**config.mk**
```make
export PLATFORM = sky130hd
export DESIGN_NAME = fifo_wr_arbiter
export DESIGN_NICKNAME = d
export VERILOG_FILES = /design/src/rtl/fifo_arb_pkg.sv /design/src/rtl/rr_pointer_arb.sv /design/src/rtl/fifo_wr_arbiter.sv
export SDC_FILE = /design/constraint.sdc
export NUM_CORES = 1
export LEC_CHECK = 0
export CAP_MARGIN = 20
export CORE_AREA = 2 2 64 66
export CTS_CLUSTER_DIAMETER = 80
export DETAILED_ROUTE_END_ITERATION = 12
export DIE_AREA = 0 0 66 68
export HOLD_SLACK_MARGIN = 0.12
export PLACE_DENSITY = 0.73
export SETUP_SLACK_MARGIN = 0.4
export SYNTH_ARGS = -nofsm -noshare
export SYNTH_HDL_FRONTEND = slang
export SYNTH_SLANG_ARGS = --single-unit
```
**constraint.sdc**
```tcl
create_clock -name wr_clk -period 1.55 [get_ports wr_clk]
set_input_delay 0.31 -clock wr_clk [delete_from_list [all_inputs] [get_ports wr_clk]]
set_output_delay 0.31 -clock wr_clk [all_outputs]
set_load 0.05 [all_outputs]
```
**src/rtl/fifo_arb_pkg.sv**
```systemverilog
// fifo_arb_pkg
// Shared types, width constants and the round-robin pick function used by the
// FIFO write-port arbiter (and intended for a future read-side arbiter).
//   arb_state_t : arbiter FSM state (IDLE: no grant, XFER: grant held)
//   rr_pick_t   : result of a round-robin search {found, idx}
//   rr_pick()   : first set bit of valid searching upward from last+1, wrapping
package fifo_arb_pkg;

    typedef enum logic [0:0] {IDLE, XFER} arb_state_t;

    // Widths are sized for the largest legal configuration so one package
    // serves every instance.
    localparam int unsigned MaxReq         = 8;
    localparam int unsigned ReqIdxW        = $clog2(MaxReq);
    localparam int unsigned MaxBurstLimit  = 16;
    localparam int unsigned BurstCntW      = $clog2(MaxBurstLimit + 1);
    localparam int unsigned MaxHoldTimeout = 255;
    localparam int unsigned IdleCntW       = $clog2(MaxHoldTimeout + 1);

    typedef struct packed {
        logic               found;
        logic [ReqIdxW-1:0] idx;
    } rr_pick_t;

    // Only the low num_req bits of valid are considered; candidates are visited
    // in order last+1, last+2, ... modulo num_req.
    function automatic rr_pick_t rr_pick(input logic [MaxReq-1:0]  valid,
                                         input logic [ReqIdxW-1:0] last,
                                         input int unsigned        num_req);
        rr_pick_t           res;
        int unsigned        cand;
        logic [ReqIdxW-1:0] cand_idx;
        res = '0;
        for (int unsigned k = 1; k <= MaxReq; k++) begin
            cand     = (32'(last) + k) % num_req;
            cand_idx = cand[ReqIdxW-1:0];
            if ((k <= num_req) && !res.found && valid[cand_idx]) begin
                res.found = 1'b1;
                res.idx   = cand_idx;
            end
        end
        return res;
    endfunction

endpackage

```
**src/rtl/rr_pointer_arb.sv**
```systemverilog
// rr_pointer_arb
// Combinational round-robin priority pick relative to a pointer.
//   req_i   : request vector
//   last_i  : index granted most recently; search starts at last_i+1
//   found_o : at least one request is set
//   idx_o   : winning index (meaningful only when found_o is high)
module rr_pointer_arb
    import fifo_arb_pkg::*;
#(
    parameter int unsigned NumReq = 4,
    parameter int unsigned IdxW   = $clog2(NumReq)
) (
    input  logic [NumReq-1:0] req_i,
    input  logic [IdxW-1:0]   last_i,
    output logic              found_o,
    output logic [IdxW-1:0]   idx_o
);

    logic [MaxReq-1:0] req_ext;
    rr_pick_t          pick;

    always_comb begin
        req_ext               = '0;
        req_ext[NumReq-1:0]   = req_i;
        pick                  = rr_pick(req_ext, ReqIdxW'(last_i), NumReq);
        found_o               = pick.found;
        idx_o                 = IdxW'(pick.idx);
    end

endmodule

```
**src/rtl/fifo_wr_arbiter.sv**
```systemverilog
// fifo_wr_arbiter
// Round-robin arbiter sharing one async-FIFO write port among NUM_REQ
// valid/ready producers. Grants are bursts of at most MAX_BURST beats, released
// early on req_last or after HOLD_TIMEOUT consecutive idle cycles of the holder.
//   wr_clk, wr_rst_n : FIFO write clock, async active-low reset
//   req_valid/req_data/req_last/req_ready : per-requester handshake
//   fifo_full, fifo_data_in, fifo_wr_en   : FIFO write port
//   grant_valid, grant_id                 : current (or last) grant
module fifo_wr_arbiter
    import fifo_arb_pkg::*;
#(
    parameter int unsigned DATA_WIDTH   = 8,
    parameter int unsigned NUM_REQ      = 4,
    parameter int unsigned MAX_BURST    = 4,
    parameter int unsigned HOLD_TIMEOUT = 8
) (
    input  logic                          wr_clk,
    input  logic                          wr_rst_n,
    input  logic [NUM_REQ-1:0]            req_valid,
    input  logic [NUM_REQ*DATA_WIDTH-1:0] req_data,
    input  logic [NUM_REQ-1:0]            req_last,
    output logic [NUM_REQ-1:0]            req_ready,
    input  logic                          fifo_full,
    output logic [DATA_WIDTH-1:0]         fifo_data_in,
    output logic                          fifo_wr_en,
    output logic                          grant_valid,
    output logic [$clog2(NUM_REQ)-1:0]    grant_id
);

    localparam int unsigned IdxW = $clog2(NUM_REQ);

    arb_state_t           state_q, state_d;
    logic [IdxW-1:0]      grant_id_q, grant_id_d;
    logic [IdxW-1:0]      last_grant_q, last_grant_d;
    logic [BurstCntW-1:0] burst_cnt_q, burst_cnt_d;
    logic [IdleCntW-1:0]  idle_cnt_q, idle_cnt_d;

    logic                 pick_found;
    logic [IdxW-1:0]      pick_idx;
    logic                 in_xfer;
    logic                 gnt_req_valid;
    logic                 beat_accept;
    logic [BurstCntW-1:0] burst_next;
    logic [IdleCntW-1:0]  idle_next;

    rr_pointer_arb #(
        .NumReq (NUM_REQ),
        .IdxW   (IdxW)
    ) u_rr_pointer_arb (
        .req_i   (req_valid),
        .last_i  (last_grant_q),
        .found_o (pick_found),
        .idx_o   (pick_idx)
    );

    // Write path is purely combinational from fifo_full so a full FIFO never
    // sees a write on the same edge.
    always_comb begin
        in_xfer       = (state_q == XFER);
        gnt_req_valid = req_valid[grant_id_q];
        beat_accept   = in_xfer && gnt_req_valid && !fifo_full;

        req_ready = '0;
        if (in_xfer && !fifo_full) begin
            req_ready[grant_id_q] = 1'b1;
        end
        fifo_wr_en   = beat_accept;
        fifo_data_in = in_xfer ? req_data[DATA_WIDTH*32'(grant_id_q) +: DATA_WIDTH] : '0;
        grant_valid  = in_xfer;
        grant_id     = grant_id_q;
    end

    always_comb begin
        state_d      = state_q;
        grant_id_d   = grant_id_q;
        last_grant_d = last_grant_q;
        burst_cnt_d  = burst_cnt_q;
        idle_cnt_d   = idle_cnt_q;
        burst_next   = burst_cnt_q + BurstCntW'(1);
        idle_next    = idle_cnt_q + IdleCntW'(1);

        unique case (state_q)
            IDLE: begin
                if (pick_found) begin
                    state_d     = XFER;
                    grant_id_d  = pick_idx;
                    burst_cnt_d = '0;
                    idle_cnt_d  = '0;
                end
            end
            XFER: begin
                if (beat_accept) begin
                    burst_cnt_d = burst_next;
                    idle_cnt_d  = '0;
                    // req_last on the MAX_BURST-th beat is still one release.
                    if (req_last[grant_id_q] || (burst_next == BurstCntW'(MAX_BURST))) begin
                        state_d      = IDLE;
                        last_grant_d = grant_id_q;
                    end
                end else if (gnt_req_valid) begin
                    // Stalled by fifo_full: the holder is not idle.
                    idle_cnt_d = '0;
                end else begin
                    idle_cnt_d = idle_next;
                    if (idle_next == IdleCntW'(HOLD_TIMEOUT)) begin
                        state_d      = IDLE;
                        last_grant_d = grant_id_q;
                    end
                end
            end
            default: state_d = IDLE;
        endcase
    end

    always_ff @(posedge wr_clk or negedge wr_rst_n) begin
        if (!wr_rst_n) begin
            state_q      <= IDLE;
            grant_id_q   <= '0;
            last_grant_q <= IdxW'(NUM_REQ - 1);
            burst_cnt_q  <= '0;
            idle_cnt_q   <= '0;
        end else begin
            state_q      <= state_d;
            grant_id_q   <= grant_id_d;
            last_grant_q <= last_grant_d;
            burst_cnt_q  <= burst_cnt_d;
            idle_cnt_q   <= idle_cnt_d;
        end
    end

endmodule

```
[Yosys cells after proc, flatten, opt, wreduce, memory -nomap -nowiden]
Cells that the tools add are included.
Cells by class
  $lt $le $gt $ge: 6
  mux-type cells: 37
  bitwise operators: 1
  eq/ne operators: 6
  add/subtract/negate cells: 6
  shift operators: 1
  reduce and logical (&&, ||, !) cells: 16
Operators by type and width (number)
  8-bit 2-to-1 mux: 4
  32-bit by 6-bit indexed part select with 8-bit output: 1
  4-bit 2-to-1 mux: 5
  2-bit by 4-bit less-than comparator with 1-bit output, second input constant: 4
  8-bit case mux with 2 select lines: 1
  1-bit binary-select mux with 2-bit select: 6
  1-bit 2-to-1 mux: 12
  5-bit 2-to-1 mux: 2
  5-bit case mux with 2 select lines: 1
  8-bit by 1-bit adder with 8-bit output, second input constant: 1
  8-bit by 4-bit == test with 1-bit output, second input constant: 1
  2-bit 2-to-1 mux: 4
  1-bit logical AND: 7
  5-bit by 1-bit adder with 5-bit output, second input constant: 1
  5-bit by 3-bit == test with 1-bit output, second input constant: 1
  2-bit by 1-bit adder with 2-bit output, second input constant: 2
  2-bit adder, second input constant: 2
  1-bit zero test: 4
  2-bit by 1-bit != test with 1-bit output, second input constant: 2
  2-bit != test, second input constant: 2
  2-bit AND reduction: 2
  4-bit AND reduction: 1
  2-bit by 3-bit less-than comparator with 1-bit output, second input constant: 1
  1-bit demux with 2-bit select: 1
  other kinds (5): 5
Word-level totals
  register bits: 18
  output and inout port bits: 16

[Depth between registers and ports, before layout]
  depth after elaboration: 15
  mapped depth: 7
  gate-level depth less buffers: 6

[Cells and area by module]
Synthesis repeated with hierarchy kept, for this count alone.
Second synthesis, totals
  cell total of the unflattened synthesis: 142
  area total of the unflattened synthesis: 1381.3 µm²
Modules (own cells, without submodules)
  fifo_wr_arbiter: instances 1, cells an instance 128, area each 1290.0 µm²
  rr_pointer_arb: instances 1, cells an instance 14, area each 91.3 µm²

[Worst setup path after synthesis]
No wires, ideal clock.
  path kind: reg-to-output
  start point: register grant_id_q[1] (netlist: grant_id[1])
  end point: output req_ready[0]
  arrival time: 2.533 ns
  cell stages (with the launch flop): 4
  setup slack: -1.293 ns
  path through: dfrtp_1 -> buf_2 -> buf_1 -> nor4_1
Between the ends
  word-level cells in the longest chain between the ends: 5
Ends and longest elaborated chain
  start, declared: line fifo_wr_arbiter.sv:33  | logic [IdxW-1:0] grant_id_q, grant_id_d;
  start signal, assigned: line fifo_wr_arbiter.sv:124  | grant_id_q <= grant_id_d;
  2-bit by 3-bit less-than comparator with 1-bit output (implied by the code) / 2-bit by 1-bit greater-or-equal comparator with 1-bit output (equally long branches): line fifo_wr_arbiter.sv:65  | req_ready[grant_id_q] = 1'b1;
  1-bit logical AND (implied by the code): line fifo_wr_arbiter.sv:65
  1-bit 2-to-1 mux (implied by the code): line fifo_wr_arbiter.sv:65
  1-bit demux with 2-bit select (*): line fifo_wr_arbiter.sv:65
  4-bit 2-to-1 mux (*): line fifo_wr_arbiter.sv:64  | if (in_xfer && !fifo_full) begin
  end, declared: line fifo_wr_arbiter.sv:22  | output logic [NUM_REQ-1:0] req_ready,
Mark *: on every way between the ends. The rest lies on a longest branch, timed or not.

[Worst setup path after layout]
  start point: register grant_id_q[0] (netlist: grant_id[0])
  end point: output fifo_data_in[6]
Between the ends
  word-level cells in the longest chain between the ends: 2
Ends and longest elaborated chain
  32-bit by 6-bit indexed part select with 8-bit output: line fifo_wr_arbiter.sv:68  | fifo_data_in = in_xfer ? req_data[DATA_WIDTH*32'(grant_id_q) +: DATA_WIDTH] : '0;
  8-bit 2-to-1 mux: line fifo_wr_arbiter.sv:68
  end, declared: line fifo_wr_arbiter.sv:24  | output logic [DATA_WIDTH-1:0] fifo_data_in,
Every way passes these cells.

==> out/qor_table.md <==
| Stage | Parameter | This run |
| --- | --- | --- |
| synth | Top cells by instance count after synthesis | dfrtp_1 (16), o21ai_0 (15), nand2_1 (12), and2_1 (10), nand3_1 (10) |
| global routing | Largest net degree at the start of global routing | 19 |
| routing | Post-detailed-route count of antenna-violating nets | 0 |
| setup path | Family with the most delay on the worst path | multiplexers |
| routing | Number of detailed-route iterations in the first pass | 4 |
| cts | CTS clock-pin slew for the worst setup and hold paths | 0.07 ns |
| outcome | Violated checks | setup timing |
| synth | Number of distinct library cell variants in the gate-level netlist after synthesis | 46 |
| setup path | WP data required | 1.24 ns |
| power and ir drop | Clock group share of total power | 0.071 |
| cells and area | Number of nets in the layout | 295 |
| cts | Inserted Clock Buffers | 3 |
| setup path | Critical path startpoint | grant_id[0] |
| sta | Number of hold violations in the final report | 0 |
| setup path | Type of destination of the critical path | primary output |
| power and ir drop | P_leak | 1.219 nW |
| setup path | Max Fanout on Critical Path | 7 |
| setup path | Levels on crit path | 4 |
| synth | Sequential element share of the synthesized area | 0.3276 |
| setup path | Cell type of the slowest stage on the worst timing path | mux4_2 |
| global routing | Global-route wire length before repair | 8128 um |
| power and ir drop | Cell-internal power | 3.063 mW |
| setup path | Cell count of the worst reg-to-reg path | 6 |
| setup path | CP Launch Type | flip-flop |
| cts | Maximum level of the CTS H-tree | 1 |
| floorplan | Core Area | 0.003856 mm2 |
| synth | Top FF cell, synth | dfrtp_1 |
| placed design | Number of port buffers | 58 |
| sta | Final setup TNS | -7.559 ns |
| synth | Number of enable flip-flop cells after synthesis | 0 |
| power and ir drop | Worst ir drop on vdd | 1.029 mV |
| synth | Top cell type's share of synthesized area | 0.2896 |
| cts | Hold-fix buffers at CTS | 0 |
| placed design | Detailed-placement wirelength estimate | 3630 um |
| min path | Worst hold-check path type | in -> async |
| sta | Setup repair after global routing missed its margin | true |
| sta | Shortest period the worst path allows | 2.022 ns |
| power and ir drop | Gate power share | 0.784 |
| floorplan | Die width | 66 um |
| routing | Drt initial violations | 58 |
| floorplan | Vert. Die Dim | 68 um |
| routing | Post-Route WL | 5714 um |
| floorplan | Starting Density | 0.3585 |
| setup path | Buffers & Inverters on Critical Path | 2 |
| cells and area | Final core area utilization | 0.7313 |
| synth | Count of yosys warnings during synthesis | 0 |
| synth | Synthesized area divided by synthesized cell count | 9.470 um2 |
| synth | Library cell occupying the most area in the post-synthesis netlist | dfrtp_1 |
| cts | Max Root-Sink Buffers | 2 |
| synth | Ys async rst share | 1.000 |
| sta | Period utilization | 1.305 |
| cells and area | Syn-to-layout area delta | 104.0% |
| routing | DRC violations left | 0 |
| global routing | Global routing usage summed across all routing layers | 0.2420 |
| power and ir drop | Net Switching | 2.359 mW |
| cells and area | Fraction of layout cells with a size suffix above 1 | 0.5221 |
| power and ir drop | Total chip power | 5.422 mW |
| floorplan | Top Ports | 59 |
| setup path | Beginning of the worst register-to-register path | grant_id[0] |
| power and ir drop | Power Density | 1922 mW/mm2 |
| global routing | Global route total overflow | 0 |
| synth | Summed instance area of the synthesized netlist | 0.001383 mm2 |
| global routing | Via count of the first global-routing pass | 1649 |
| sta | Number of setup violations in the final report | 29 |
| synth | Top-count cell post-synth | dfrtp_1 |
| cells and area | Area of all sequential standard cells | 456.7 um2 |
| cts | CTS Root Buffer Type | clkbuf_8 |
| setup path | Endpoint of the worst-slack reg-to-reg timing path | idle_cnt_q[3] |
| sta | Actual slew at the worst max-slew pin | 0.3253 ns |
| synth | Post-synthesis sequential element count | 18 |
| cells and area | Antenna diode count | 0 |
| setup path | Delay contributed by the slowest stage of the critical path | 0.52 ns |
| sta | Worst clock skew | 0.007933 ns |
| placed design | DP Cell Count | 277 |
| cts | TritonCTS clock tree | yes |
| setup path | Setup slack, reg-to-reg | -0.29 ns |
| floorplan | Die ar. | 0.004488 mm2 |
| setup path | Worst Path Class, Setup | reg -> out |
| setup path | Endpoint arrival time on the critical path | 1.71 ns |
| flow run | Max Cap Violations | 0 |
| placed design | GPL Wtd Cong | 0.7845 |
| setup path | Critical Path, Cell by Cell | buf_12 > mux4_2 > and2_4 > buf_8 |
| cts | Clock network latency to the later pin of the worst-skew pair | 0.25 ns |
| routing | Avg WL per Cell | 19.11 um |
| synth | Number of nets in the synthesized netlist | 191 |
| cts | Total clock sinks | 18 |
| power and ir drop | Relative contribution of sequential cells to total power | 0.146 |
| floorplan | Number of placement rows | 23 |
| synth | Dominant cells by area after synthesis | dfrtp_1 (29%), mux4_2 (11%), o21ai_0 (5.4%) |
| cells and area | Layout filler cell count | 263 |
| global routing | Initial antenna violation count | 0 |
| cells and area | Footprint of the multi-input gates | 0.001028 mm2 |
| setup path | Critical path endpoint | fifo_data_in[6] |
| sta | Achievable frequency | 0.4945 GHz |
| sta | Worst slew slack as a fraction of its limit | 0.7829 |
| routing | Total via count after detailed routing | 1648 |
| sta | Setup WS post-layout | -0.4723 ns |
| sta | Final slew viol count | 0 |
| routing | Detailed-route vias per instance | 5.512 |
| cells and area | Final cell count without fillers | 299 |
| synth | Count of mapped cells out of synthesis | 146 |
| power and ir drop | Sw Ratio | 0.4351 |
| outcome | Run status | finished with violations |
## timing repair
item / 4_1_cts / 5_1_grt
endpoints found under the hold margin: 0 / 0
pin swaps: 18 / 6
buffers inserted: 15 / 3
endpoints found under the setup margin: 34 / 34
resized for setup: 55 / 11
## state kept, by name, summed over array words and instances (netlist names)
name          cells
burst_cnt_q       5
grant_id          2
grant_valid       1
idle_cnt_q        8
last_grant_q      2
## power by group through the flow
| stage | clock network (mW) | registers [mW] | logic, mW |
|---|---|---|---|
| 2_1_floorplan | 0 | 0.873 | 2.13 |
| 3_3_place_gp | 0 | 0.791 | 3.23 |
| 3_5_place_dp | 0 | 0.800 | 3.30 |
| 4_1_cts | 0.388 | 0.776 | 4.11 |
| 5_1_grt | 0.401 | 0.803 | 4.47 |
| 6_report | 0.382 | 0.790 | 4.25 |
## per-stage QoR
step / cell area [um2] / worst slack [ns] / hold slack (ns)
3_3_place_gp: 2422 / -0.3860 / 0.5001
5_1_grt: 2820 / -0.4991 / 0.4047
3_5_place_dp: 2422 / -0.4614 / 0.5232
6_report: 2820 / -0.4723 / 0.3803
2_1_floorplan: 1546 / -0.3175 / 0.01441
4_1_cts: 2778 / -0.4384 / 0.3876
## worst min path at each step
stage	startpoint	end
after floorplan	wr_rst_n	burst_cnt_q[0]
after global placement	idle_cnt_q[6]	idle_cnt_q[6]
after detailed placement	idle_cnt_q[6]	idle_cnt_q[6]
after CTS	wr_rst_n	idle_cnt_q[5]
after global routing	wr_rst_n	idle_cnt_q[6]
final	wr_rst_n	idle_cnt_q[3]
## cells by family after synthesis
logic type               count (synthesis)  synth area share
multiplexers                            11            0.1665
XOR/XNOR                                 2           0.01267
AND/OR/NAND/NOR                         53            0.2063
adder cells (fa/ha/maj)                  2           0.01810
buffers and inverters                   16           0.05882
AO/OA/AOI/OAI                           44            0.2100
flip-flops                              18            0.3276
## layout by cell type, fill, tap and decap left out, types with 2 or more instances in the layout
cell,instances
buf_4,27
o31ai_1,2
o21ai_0,2
o22ai_1,2
buf_12,12
clkbuf_2,2
nand2_2,2
nor2_1,2
o21ai_2,7
o21ai_1,9
clkdlybuf4s50_1,37
clkbuf_8,4
ha_1,2
o211ai_1,4
nor4_4,3
nor2_4,2
dfrtp_1,13
a21oi_2,4
buf_6,18
and2_1,2
and2_4,8
dfrtp_2,3
mux4_2,9
inv_1,6
a21o_1,2
nand2_1,8
nand3_1,6
nand2_4,2
nand2b_1,2
xor2_1,2
mux2i_1,2
or3_1,2
dfstp_2,2
nand4_1,2
nand3_2,3
o21a_1,2
buf_8,9
nor3_1,2
## cell type report
class | instances | area share
clock buffer | 4 | 0.01952
inverter | 7 | 0.009317
multi-input combinational | 112 | 0.3647
timing repair buffer | 108 | 0.4224
sequential | 18 | 0.1619
tap | 50 | 0.02218
## metal layers
metal,up-vias,global-route usage,wire [um]
met1,803,0.2865,2391
met4,0,0.05612,34
li1,767,-,-
met3,4,0.04441,501
met2,74,0.4558,2787
met5,-,0,0
(Power assumes the default switching activity.)
